--- src/rtl/fetch_seq_ctrl_if.sv ---
// Instruction-memory request/response bus between the fetch sequencer (master)
// and the instruction memory (slave).
interface fetch_seq_ctrl_if;
    logic        imem_req_valid;
    logic        imem_req_ready;
    logic [31:0] imem_req_addr;
    logic        imem_rsp_valid;
    logic [31:0] imem_rsp_data;
    logic        imem_rsp_err;

    modport master (
        output imem_req_valid,
        output imem_req_addr,
        input  imem_req_ready,
        input  imem_rsp_valid,
        input  imem_rsp_data,
        input  imem_rsp_err
    );

    modport slave (
        input  imem_req_valid,
        input  imem_req_addr,
        output imem_req_ready,
        output imem_rsp_valid,
        output imem_rsp_data,
        output imem_rsp_err
    );
endinterface

--- src/rtl/fetch_seq_ctrl.sv ---
// Multi-cycle fetch/execute sequencer: owns the architectural PC, runs the imem
// handshake, hands instructions to decode and traps on halt or fetch faults.
module fetch_seq_ctrl #(
    parameter logic [31:0] RESET_PC = 32'h8000_0000,
    parameter logic [15:0] TIMEOUT  = 16'd255
) (
    input  logic             clk,
    input  logic             rst,
    input  logic             en,
    fetch_seq_ctrl_if.master imem,
    output logic [31:0]      inst_out,
    output logic             inst_valid,
    input  logic             exec_done,
    input  logic [31:0]      pc_next,
    input  logic             halt_req,
    output logic [31:0]      pc_out,
    output logic             halted,
    output logic             fault,
    output logic [1:0]       fault_cause,
    output logic [63:0]      instret
);

    typedef enum logic [2:0] {
        IDLE       = 3'd0,
        FETCH_REQ  = 3'd1,
        FETCH_WAIT = 3'd2,
        EXEC       = 3'd3,
        HALT       = 3'd4,
        FAULT      = 3'd5
    } state_e;

    localparam logic [1:0] CAUSE_NONE     = 2'd0;
    localparam logic [1:0] CAUSE_MISALIGN = 2'd1;
    localparam logic [1:0] CAUSE_BUSERR   = 2'd2;
    localparam logic [1:0] CAUSE_TIMEOUT  = 2'd3;

    function automatic logic is_misaligned(input logic [1:0] pc_lsb);
        return (pc_lsb != 2'b00);
    endfunction

    state_e      state_q, state_d;
    logic [31:0] pc_q, pc_d;
    logic [31:0] inst_q, inst_d;
    logic [15:0] cnt_q, cnt_d;
    logic [1:0]  cause_q, cause_d;
    logic [63:0] instret_q, instret_d;
    logic        req_valid_q;
    logic        inst_valid_q;
    logic        halted_q;
    logic        fault_q;

    // Architectural state registers.
    always_ff @(posedge clk or posedge rst) begin
        if (rst) begin
            state_q   <= IDLE;
            pc_q      <= RESET_PC;
            inst_q    <= 32'h0000_0000;
            cnt_q     <= 16'd0;
            cause_q   <= CAUSE_NONE;
            instret_q <= 64'd0;
        end else begin
            state_q   <= state_d;
            pc_q      <= pc_d;
            inst_q    <= inst_d;
            cnt_q     <= cnt_d;
            cause_q   <= cause_d;
            instret_q <= instret_d;
        end
    end

    // Next-state and datapath update logic.
    always_comb begin
        state_d   = state_q;
        pc_d      = pc_q;
        inst_d    = inst_q;
        cnt_d     = cnt_q;
        cause_d   = cause_q;
        instret_d = instret_q;
        case (state_q)
            IDLE: begin
                if (en) begin
                    state_d = FETCH_REQ;
                end else begin
                    state_d = IDLE;
                end
            end
            FETCH_REQ: begin
                // A misaligned PC traps before any request is raised.
                if (is_misaligned(pc_q[1:0])) begin
                    state_d = FAULT;
                    cause_d = CAUSE_MISALIGN;
                end else if (req_valid_q && imem.imem_req_ready) begin
                    state_d = FETCH_WAIT;
                    cnt_d   = 16'd0;
                end else begin
                    state_d = FETCH_REQ;
                end
            end
            FETCH_WAIT: begin
                cnt_d = cnt_q + 16'd1;
                // A response arriving on the final allowed cycle still wins.
                if (imem.imem_rsp_valid && !imem.imem_rsp_err) begin
                    inst_d  = imem.imem_rsp_data;
                    state_d = EXEC;
                end else if (imem.imem_rsp_valid && imem.imem_rsp_err) begin
                    state_d = FAULT;
                    cause_d = CAUSE_BUSERR;
                end else if (cnt_q == (TIMEOUT - 16'd1)) begin
                    state_d = FAULT;
                    cause_d = CAUSE_TIMEOUT;
                end else begin
                    state_d = FETCH_WAIT;
                end
            end
            EXEC: begin
                if (exec_done) begin
                    instret_d = instret_q + 64'd1;
                    if (halt_req) begin
                        state_d = HALT;
                    end else begin
                        pc_d    = pc_next;
                        state_d = en ? FETCH_REQ : IDLE;
                    end
                end else begin
                    state_d = EXEC;
                end
            end
            HALT: begin
                state_d = HALT;
            end
            FAULT: begin
                state_d = FAULT;
            end
            default: begin
                state_d = IDLE;
            end
        endcase
    end

    // Status outputs decoded from the next state so they line up with it.
    always_ff @(posedge clk or posedge rst) begin
        if (rst) begin
            req_valid_q  <= 1'b0;
            inst_valid_q <= 1'b0;
            halted_q     <= 1'b0;
            fault_q      <= 1'b0;
        end else begin
            req_valid_q  <= (state_d == FETCH_REQ) && !is_misaligned(pc_d[1:0]);
            inst_valid_q <= (state_d == EXEC);
            halted_q     <= (state_d == HALT);
            fault_q      <= (state_d == FAULT);
        end
    end

    assign imem.imem_req_valid = req_valid_q;
    assign imem.imem_req_addr  = pc_q;
    assign inst_out            = inst_q;
    assign inst_valid          = inst_valid_q;
    assign pc_out              = pc_q;
    assign halted              = halted_q;
    assign fault               = fault_q;
    assign fault_cause         = cause_q;
    assign instret             = instret_q;

endmodule

--- src/flat_wrapper.sv ---
// flat-port wrapper written by rule: the top's interface ports become plain ports
module fetch_seq_ctrl_flat 
#(
    parameter logic [31:0] RESET_PC = 32'h8000_0000,
    parameter logic [15:0] TIMEOUT  = 16'd255
)
  (clk, rst, en, inst_out, inst_valid, exec_done, pc_next, halt_req, pc_out, halted, fault, fault_cause, instret, imem_imem_req_valid, imem_imem_req_addr, imem_imem_req_ready, imem_imem_rsp_valid, imem_imem_rsp_data, imem_imem_rsp_err);
  fetch_seq_ctrl_if imem_i ();
  input  logic clk;
  input  logic rst;
  input  logic en;
  output logic [31:0] inst_out;
  output logic inst_valid;
  input  logic exec_done;
  input  logic [31:0] pc_next;
  input  logic halt_req;
  output logic [31:0] pc_out;
  output logic halted;
  output logic fault;
  output logic [1:0] fault_cause;
  output logic [63:0] instret;
  output wire logic [$bits(imem_i.imem_req_valid)-1:0] imem_imem_req_valid;
  output wire logic [$bits(imem_i.imem_req_addr)-1:0] imem_imem_req_addr;
  input wire logic [$bits(imem_i.imem_req_ready)-1:0] imem_imem_req_ready;
  input wire logic [$bits(imem_i.imem_rsp_valid)-1:0] imem_imem_rsp_valid;
  input wire logic [$bits(imem_i.imem_rsp_data)-1:0] imem_imem_rsp_data;
  input wire logic [$bits(imem_i.imem_rsp_err)-1:0] imem_imem_rsp_err;
  assign imem_imem_req_valid = imem_i.imem_req_valid;
  assign imem_imem_req_addr = imem_i.imem_req_addr;
  assign imem_i.imem_req_ready = imem_imem_req_ready;
  assign imem_i.imem_rsp_valid = imem_imem_rsp_valid;
  assign imem_i.imem_rsp_data = imem_imem_rsp_data;
  assign imem_i.imem_rsp_err = imem_imem_rsp_err;
  fetch_seq_ctrl #(.RESET_PC(RESET_PC), .TIMEOUT(TIMEOUT)) u_core (.clk(clk), .rst(rst), .en(en), .imem(imem_i), .inst_out(inst_out), .inst_valid(inst_valid), .exec_done(exec_done), .pc_next(pc_next), .halt_req(halt_req), .pc_out(pc_out), .halted(halted), .fault(fault), .fault_cause(fault_cause), .instret(instret));
endmodule
--- config.mk ---
export PLATFORM = sky130hd
export DESIGN_NAME = fetch_seq_ctrl_flat
export DESIGN_NICKNAME = d
export VERILOG_FILES = /design/src/rtl/fetch_seq_ctrl_if.sv /design/src/rtl/fetch_seq_ctrl.sv /design/src/flat_wrapper.sv
export SDC_FILE = /design/constraint.sdc
export NUM_CORES = 1
export LEC_CHECK = 0
export ABC_CLOCK_PERIOD_IN_PS = 4940
export BUFFER_PORTS_ARGS = -buffer_cell sky130_fd_sc_hd__buf_4
export CORE_UTILIZATION = 46
export DETAILED_ROUTE_END_ITERATION = 7
export HOLD_SLACK_MARGIN = 0.03
export PLACE_DENSITY = 0.83
export SLEW_MARGIN = 15
export SYNTH_ARGS = -nofsm -noshare
export SYNTH_HDL_FRONTEND = slang
export SYNTH_SLANG_ARGS = --single-unit
--- constraint.sdc ---
create_clock -name clk -period 4.94 [get_ports clk]
set_input_delay 0.741 -clock clk [delete_from_list [all_inputs] [get_ports clk]]
set_output_delay 0.741 -clock clk [all_outputs]
set_load 0.02 [all_outputs]
==> flow_summary.ini, run 1 <==
[outcome]
status = finished clean

[pwr]
p_leak_nw = 4.880
p_per_area_mw_per_mm2 = 375.1
peakVddDrop_mv = 0.2482

[synthesis]
synth_top_area_share_pct = 53.98
synth.lib_cells_used.distinct = 50
yosys-top-cells-area = dfrtp_1 (54%), mux2_2 (10%), xor2_1 (5.8%)
ys_seq_area_share_pct = 54.35
synth_nets = 671
synthCells = 596
async_reset_ff_share_pct = 100.0
yosysWarnings = 0
synth_area_per_cell_um2 = 11.82
yosysTopAreaCell = dfrtp_1
synth_ff_type = dfrtp_1
synth_edf_count = 0
syn-cell-area_mm2 = 0.007047
ys_seq_elements = 153

[sta]
setup_ws_ns = 2.509
rsz0062_at_grt = no
fmaxAchievable_mhz = 411.4
tightestPinTransition_ns = 1.125
setup-tns-final_ns = 0
fin_skew_ns = 0.008477
hold_violations = 0
setup_viol = 0
period_share_pct = 49.21
layout_min_cycle_time_ns = 2.431
relSlewSlack_pct = 24.74
whs_ns = 0.4989
final_max_slew_viol_count = 0

[placement]
portBuffers = 237
dpl-instance-area_mm2 = 0.008760
routabilityCongestion = 0.8477
pre_cts_ws_ns = 2.306
hpwl_mm = 12.22

[route]
drc = 0
dr_wl_met3_mm = 1.017
m1WireLength_mm = 7.142
via_count = 5226
routedWlPerCell_um = 16.70
antenna_left = 0
wl_met2_mm = 8.289
drt_pass1_iterations = 4
routed.top_layer = met4
via_per_inst = 5.205
detail_route.iter0.violations = 263
wl_mm = 16.77

[clock_tree]
cts_made_buffers = 17
cts_root_buffer = clkbuf_16
clk_latency_ns = 0.42
cts_setup_buffers = 0
cts.htree.levels = 4
post_cts_resized = 0
cts_tree = built
cts_num_sinks = 153
cts.clk_slew.worst_paths_ns = 0.06
hold_buffers = 0
clock_path_buffers = 2

[die]
core_mm2 = 0.01475
die_area_mm2 = 0.01582
num_rows = 44
initial_core_util_pct = 47.76
ios = 238
die_w_um = 125.8
die_h_um = 125.8

[hold_path]
worstHoldPathType = reg2reg

[worst_setup_path]
end_kind = flip-flop
worstSetupPathType = reg2reg
crit_arrival_ns = 2.77
start_kind = flip-flop
critPathMaxFanout = 16
cp_data_required_time_ns = 5.28

[finish]
final_cell_area_mm2 = 0.009371
diodes = 0
num-fill-cells = 1150
area_growth_pct = 32.99
layout.nets = 882
drive_above_1_share_pct = 43.78

[grt]
grt.total_usage_pct = 22.14
grt_remaining_overflow = 0
grt_max_degree = 114
grt_pass1_wl_mm = 27.23
antenna_found_initial = 0
grt_pass1_vias = 5211

[run]
max-cap-violations = 0
routing by layer:
layer,track usage (%),vias up
li1,-,2462
met3,6.330,22
met4,8.292,0
met2,36.99,197
met5,0,-
met1,27.33,2545
registers in the layout, indices dropped and copies added (netlist names):
signal                      count
u_core.cnt_q                   16
u_core.fault                    1
u_core.fault_cause              2
u_core.halted                   1
u_core.imem.imem_req_addr      32
u_core.imem.imem_req_valid      1
u_core.inst_out                32
u_core.inst_valid               1
u_core.instret                 64
u_core.state_q                  3
through the flow:
| stage | cells | utilization [%] | total power [mW] |
|---|---|---|---|
| detailed placement | 972 | 59.37 | 2.192 |
| floorplan | 596 | - | 1.917 |
| CTS | 1004 | 63.52 | 3.537 |
| global route | 1004 | 63.52 | 3.659 |
| global placement | 972 | 59.37 | 2.173 |
| finish | 1004 | 63.52 | 3.515 |
layout by cell type (no fill, tap or decap), drive strengths merged, types with 3 or more instances in the layout:
cell type	instances
buf	240
dfrtp	152
mux2	64
nand2	49
nor2	49
xor2	47
xnor2	30
nand4	25
nor3	23
nand3	22
clkbuf	19
inv	14
nor4	13
and3	7
o21ai	6
and2	5
a21oi	4
clkinvlp	4
nand3b	3
nor4b	3
and4	3
nor2b	3
ha	3
bufinv	3
clkinv	3
report_power, final:
group | switching (mW) | leakage [nW] | total [mW] | internal (mW)
Sequential | 0.128 | 2.04 | 1.51 | 1.38
Clock | 0.532 | 0.287 | 1.35 | 0.813
Combinational | 0.358 | 2.55 | 0.660 | 0.301
synth_stat cells (all sizes together) (7+ instances only):
| cell | instances |
|---|---|
| xnor2 | 30 |
| nor2 | 49 |
| and3 | 7 |
| nor3 | 23 |
| buf | 41 |
| dfrtp | 152 |
| mux2 | 64 |
| nand2 | 49 |
| nand4 | 25 |
| clkbuf | 7 |
| inv | 11 |
| xor2 | 47 |
| nor4 | 13 |
| nand3 | 22 |
layout make-up:
class                           count  area, um^2  area share [%]
Clock inverter                     13       168.9           1.802
Inverter                           11       46.29          0.4940
Sequential cell                   153        3830           40.87
Clock buffer                       19       442.9           4.726
Multi-Input combinational cell    384        2851           30.43
Timing Repair Buffer              240        1802           19.23
Tap cell                          184       230.2           2.457
worst max-delay path: stages, from the launching register on:
cell,delay [ns]
dfrtp_1,0.60
nand4b_4,0.22
nor4_4,0.58
nand4_4,0.37
nor4_2,0.39
xor2_1,0.17
logic make-up (layout without fill, tap and decap cells):
group | Yosys count | count (layout) | share of synthesized area [%]
AO/OA/AOI/OAI | 18 | 18 | 1.669
XOR/XNOR | 77 | 77 | 9.570
adder cells (fa/ha/maj) | 3 | 3 | 0.5327
buffers and inverters | 59 | 283 | 5.220
flip-flops | 153 | 153 | 54.35
multiplexers | 66 | 66 | 10.51
AND/OR/NAND/NOR | 220 | 220 | 18.15
worst paths after layout:
path	from	to	slack, ns	cells past startpoint
max in group asynchronous	rst	u_core.instret[57]$_DFFE_PP0P_	3.28	3
setup reg to reg	u_core.state_q[1]$_DFF_PP0_	u_core.instret[57]$_DFFE_PP0P_	2.51	5
hold / removal	u_core.instret[22]$_DFFE_PP0P_	u_core.instret[22]$_DFFE_PP0P_	0.50	1
min in group asynchronous	rst	u_core.instret[26]$_DFFE_PP0P_	0.56	2
hold reg to reg	u_core.instret[22]$_DFFE_PP0P_	u_core.instret[22]$_DFFE_PP0P_	0.50	1
setup / recovery	u_core.state_q[1]$_DFF_PP0_	u_core.instret[57]$_DFFE_PP0P_	2.51	5
(Power assumes the default switching activity.)
==> inputs of run 2 (changes only) <==
--- a/config.mk
+++ b/config.mk
@@ -5,12 +5,12 @@
 export SDC_FILE = /design/constraint.sdc
 export NUM_CORES = 1
 export LEC_CHECK = 0
-export ABC_CLOCK_PERIOD_IN_PS = 4940
+export ABC_CLOCK_PERIOD_IN_PS = 2300
 export BUFFER_PORTS_ARGS = -buffer_cell sky130_fd_sc_hd__buf_4
-export CORE_UTILIZATION = 46
+export CORE_UTILIZATION = 51
 export DETAILED_ROUTE_END_ITERATION = 7
 export HOLD_SLACK_MARGIN = 0.03
-export PLACE_DENSITY = 0.83
+export PLACE_DENSITY = 0.87
 export SLEW_MARGIN = 15
 export SYNTH_ARGS = -nofsm -noshare
 export SYNTH_HDL_FRONTEND = slang
==> constraint.sdc (replaced) <==
create_clock -name clk -period 2.3 [get_ports clk]
set_input_delay 0.345 -clock clk [delete_from_list [all_inputs] [get_ports clk]]
set_output_delay 0.345 -clock clk [all_outputs]
set_load 0.02 [all_outputs]
==> run 2 against run 1 <==
Cell area grew 2.1%. Die area down 9.7%. Worst setup slack worse by 2.4 ns. Worst hold slack got worse by 0.43 ns. Critical path depth grew 1. Largest cell class unchanged.
==> flow_summary.ini, run 2 (synthesis results as in run 1) <==
[sta]
fmaxAchievable_mhz = 458.2
layout_min_cycle_time_ns = 2.183
final_max_slew_viol_count = 0
setup_viol = 0
rsz0062_at_grt = no
fin_skew_ns = 0.006165
relSlewSlack_pct = 53.94
hold_violations = 0
setup-tns-final_ns = 0
tightestPinTransition_ns = 0.6908
period_share_pct = 94.90

[clock_tree]
cts.htree.levels = 4
cts_root_buffer = clkbuf_16
cts_made_buffers = 17
cts_num_sinks = 153
cts.clk_slew.worst_paths_ns = 0.06
clk_latency_ns = 0.41
cts_tree = built
clock_path_buffers = 2

[pwr]
peakVddDrop_mv = 0.5572
power.internal_mw = 5.663
p_per_area_mw_per_mm2 = 809.5
p_leak_nw = 5.008
sw_frac_of_total_pct = 26.87
power.total_mw = 7.745
seq_power_share_pct = 41.6
p_sw_mw = 2.081
combPwrFrac_pct = 18.8
pwr-share-clk_pct = 39.5

[finish]
drive_above_1_share_pct = 44.62
diodes = 0
multi_input_area_mm2 = 0.002851
layout_commonest_cell = buf_4
area_growth_pct = 35.78
ff_latch_area_mm2 = 0.003830
layout.nets = 898
largest_reg_flops = 64
final_cell_mix = buf_4 (253), dfrtp_1 (152), mux2_2 (64)
num-fill-cells = 948

[die]
num_rows = 42
core_mm2 = 0.01335
die_h_um = 119.5
initial_core_util_pct = 52.79
die_w_um = 119.5
die_area_mm2 = 0.01429
ios = 238

[route]
via_per_inst = 5.305
antenna_left = 0
drc = 0
drt_pass1_iterations = 5
detail_route.iter0.violations = 387
via_count = 5369
routedWlPerCell_um = 17.17
wl_mm = 17.37

[worst_setup_path]
end_kind = flip-flop
critPathMaxFanout = 4
worstSetupPathType = reg2reg
crit_arrival_ns = 2.50
cp_data_required_time_ns = 2.62
start_kind = flip-flop
timing.rr.start = u_core.cnt_q[0]$_DFFE_PP0P_
startpoint = u_core.cnt_q[0]$_DFFE_PP0P_

[grt]
grt_max_degree = 98
grt_remaining_overflow = 0
grt_pass1_vias = 5579
grt_pass1_wl_mm = 27.95
grt.total_usage_pct = 25.16
antenna_found_initial = 0

[hold_path]
worstHoldPathType = in2async

[placement]
portBuffers = 237
hpwl_mm = 12.62
routabilityCongestion = 0.8612

[run]
max-cap-violations = 0

[outcome]
status = finished clean
[run 2: cell types whose count changed in the layout (fill, tap and decap cells not counted)]
| cell | delta |
|---|---|
| buf_12 | +3 |
| buf_4 | +13 |
| bufinv_16 | +1 |
| clkbuf_1 | +2 |
| clkbuf_8 | +6 |
| clkinv_2 | -1 |
| clkinv_4 | -1 |
| clkinvlp_4 | -3 |
| inv_6 | -4 |
[run 2: worst paths after layout]
kind	cells after the start	endpoint	slack (ns)
setup / recovery	6	u_core.imem.imem_req_valid$_DFF_PP0_	0.12
hold / removal	3	u_core.inst_out[28]$_DFFE_PP0P_	0.07
setup reg to reg	6	u_core.imem.imem_req_valid$_DFF_PP0_	0.12
hold reg to reg	1	u_core.instret[63]$_DFFE_PP0P_	0.49
max in group asynchronous	3	u_core.imem.imem_req_addr[28]$_DFFE_PP0P_	1.64
min in group clk	2	u_core.inst_out[30]$_DFFE_PP0P_	0.16
[run 2: what timing repair did]
action,4_1_cts,5_1_grt
endpoints found under the setup margin,0,1
resized for setup,0,0
buffers inserted,0,1
hold buffers,0,0
[run 2: power groups by stage]
stage               combinational, mW  clock [mW]  sequential (mW)
floorplan                       0.689           0             3.43
global placement                 1.44           0             3.25
detailed placement               1.46           0             3.26
CTS                              1.47        3.10             3.22
global route                     1.57        3.22             3.26
finish                           1.46        3.06             3.22
[run 2: layout make-up]
class                           instances  share of cell area, %
Sequential cell                       153                  40.03
Inverter                               11                 0.4708
Timing Repair Buffer                  256                  20.48
Clock buffer                           27                  5.571
Multi-Input combinational cell        384                  29.80
Tap cell                              176                  2.302
Clock inverter                          5                  1.347
[run 2: stage by stage]
stage | setup WS (ns) | hold slack, ns | area, um^2 | utilization, % | cells
2_1_floorplan | 0.02489 | 0.4956 | 7051 | - | 596
3_3_place_gp | 0.2174 | 0.4611 | 8899 | 66.67 | 979
3_5_place_dp | 0.1515 | 0.4789 | 8899 | 66.67 | 979
4_1_cts | 0.09687 | 0.1087 | 9560 | 71.63 | 1011
5_1_grt | 0.006174 | 0.1197 | 9568 | 71.68 | 1012
6_report | 0.1174 | 0.06745 | 9568 | 71.68 | 1012
[run 2: worst max-delay path, stage by stage (launching register included)]
cell and delay (ns):
dfrtp_1 0.40, inv_1 0.10, ha_1 0.14, or4b_2 0.61, o41ai_2 0.35, o21ai_0 0.21, nor4_1 0.28
[run 2: per-layer routing]
layer / share of wire, % / GRT usage [%] / up-vias / routed length (um)
met5: 0 / 0 / - / 0
met4: 1.7 / 8.828 / 0 / 301
met3: 7.4 / 7.224 / 29 / 1294
met2: 52 / 43.93 / 216 / 9069
met1: 39 / 29.48 / 2639 / 6705
li1: - / - / 2485 / -
==> inputs of run 3 (changes only) <==
--- a/config.mk
+++ b/config.mk
@@ -11,6 +11,7 @@
 export DETAILED_ROUTE_END_ITERATION = 7
 export HOLD_SLACK_MARGIN = 0.03
 export PLACE_DENSITY = 0.87
+export REMOVE_ABC_BUFFERS = 1
 export SLEW_MARGIN = 15
 export SYNTH_ARGS = -nofsm -noshare
 export SYNTH_HDL_FRONTEND = slang
==> run 3 against run 2 <==
First-iteration DRC count is 16% lower. Sequential share of layout area rose by 0.19 points. Total power fell by 2.0%. Worst hold slack improved by 0.092 ns. Maximum frequency is 1.9% higher. Flip-flop and latch count unchanged. Clock-buffer cell count down 7. Worst setup slack gained 0.041 ns. Via count is 0.99% lower. Non-clock buffer count is 3 lower. Highest routed layer unchanged. Cell area fell by 0.47%.
==> flow_summary.ini, run 3 (synthesis results as in run 1) <==
[pwr]
p_leak_nw = 4.993
peakVddDrop_mv = 0.6804
power.total_mw = 7.589
p_per_area_mw_per_mm2 = 796.9

[sta]
setup-tns-final_ns = 0
period_share_pct = 93.11
layout_min_cycle_time_ns = 2.142
fin_skew_ns = 0.01174
hold_violations = 0
tightestPinTransition_ns = 0.5096
relSlewSlack_pct = 65.75
rsz0062_at_grt = no
final_max_slew_viol_count = 0
setup_viol = 0
fmaxAchievable_mhz = 466.9
whs_ns = 0.1593

[die]
die_h_um = 119.5
num_rows = 42
initial_core_util_pct = 52.79
core_mm2 = 0.01335
ios = 238
die_area_mm2 = 0.01429
die_w_um = 119.5

[clock_tree]
clk_latency_ns = 0.42
cts_root_buffer = clkbuf_16
cts.htree.levels = 4
cts.clk_slew.worst_paths_ns = 0.07
cts_num_sinks = 153
clock_path_buffers = 2
cts_made_buffers = 17
cts_setup_buffers = 0
cts_tree = built

[route]
routedWlPerCell_um = 16.20
via_count = 5316
antenna_left = 0
via_per_inst = 5.269
drc = 0
detail_route.iter0.violations = 327
wl_mm = 16.35
drt_pass1_iterations = 4

[hold_path]
worstHoldPathType = in2reg

[run]
max-cap-violations = 0

[grt]
grt_remaining_overflow = 0
grt_max_degree = 47
grt_pass1_wl_mm = 26.59
antenna_found_initial = 0
grt.total_usage_pct = 23.91
grt_pass1_vias = 5285

[finish]
drive_above_1_share_pct = 44.42
final_cell_mix = buf_4 (249), dfrtp_1 (152), mux2_2 (64)
layout.nets = 895
largest_reg_flops = 64
num-fill-cells = 949
diodes = 0
finalNonFillerCells = 1009
layout_commonest_cell = buf_4
area_growth_pct = 35.14

[placement]
routabilityCongestion = 0.8890
hpwl_mm = 11.90
numPlacedInstances = 976
portBuffers = 237

[worst_setup_path]
end_kind = flip-flop
cp_data_required_time_ns = 2.65
critPathMaxFanout = 10
crit_arrival_ns = 2.49
worstSetupPathType = reg2reg
start_kind = flip-flop

[outcome]
status = finished clean
run 3: final cells by class:
cell class                 instances  area (um^2)  share of cell area, %
timing repair buffer             253         1939                  20.37
sequential                       153         3830                  40.22
multi-input combinational        384         2868                  30.11
clock buffer                      20        446.7                  4.691
tap                              176        220.2                  2.312
clock inverter                    12        172.7                  1.813
inverter                          11        46.29                 0.4861
run 3: worst max-delay path, stage by stage (launching register included):
cell and delay, ns:
dfrtp_1 0.47, nand4_4 0.17, nor4_2 0.52, nand4_2 0.33, nor4_1 0.41, xor2_1 0.18
run 3: metrics by stage:
step	worst slack, ns	area [um^2]	utilization (%)
floorplan	-2.165	6720	-
global placement	0.2382	8882	66.54
detailed placement	0.07088	8882	66.54
CTS	0.09026	9512	71.26
global route	0.01260	9523	71.34
finish	0.1584	9523	71.34
run 3: timing repair:
| item | CTS | global route |
|---|---|---|
| setup endpoints to repair | 0 | 1 |
| gates resized for setup | 0 | 2 |
| hold buffers | 1 | 0 |
| hold endpoints to repair | 41 | 0 |
run 3: worst paths after layout:
check                                                from                                         to  slack (ns)  depth (start not counted)
max in group asynchronous                             rst             u_core.instret[21]$_DFFE_PP0P_        1.14                          4
hold / removal                                 pc_next[2]   u_core.imem.imem_req_addr[2]$_DFFE_PP0P_        0.16                          2
hold reg to reg            u_core.instret[63]$_DFFE_PP0P_             u_core.instret[63]$_DFFE_PP0P_        0.48                          1
min in group asynchronous                             rst  u_core.imem.imem_req_addr[25]$_DFFE_PP0P_        0.52                          3
setup / recovery           u_core.instret[33]$_DFFE_PP0P_             u_core.instret[60]$_DFFE_PP0P_        0.16                          5
setup reg to reg           u_core.instret[33]$_DFFE_PP0P_             u_core.instret[60]$_DFFE_PP0P_        0.16                          5
run 3: layer usage:
| layer | GRT usage [%] | share of wire, % |
|---|---|---|
| met5 | 0 | 0 |
| met4 | 8.516 | 1.7 |
| met3 | 6.464 | 5.9 |
| met2 | 39.20 | 51 |
| met1 | 30.49 | 41 |
run 3: where the power goes:
part | total, mW | leakage [nW] | switching, mW | internal, mW
Clock | 2.92 | 0.300 | 1.08 | 1.84
Sequential | 3.22 | 2.04 | 0.248 | 2.97
Combinational | 1.45 | 2.65 | 0.778 | 0.669
Total | 7.59 | 4.99 | 2.11 | 5.48
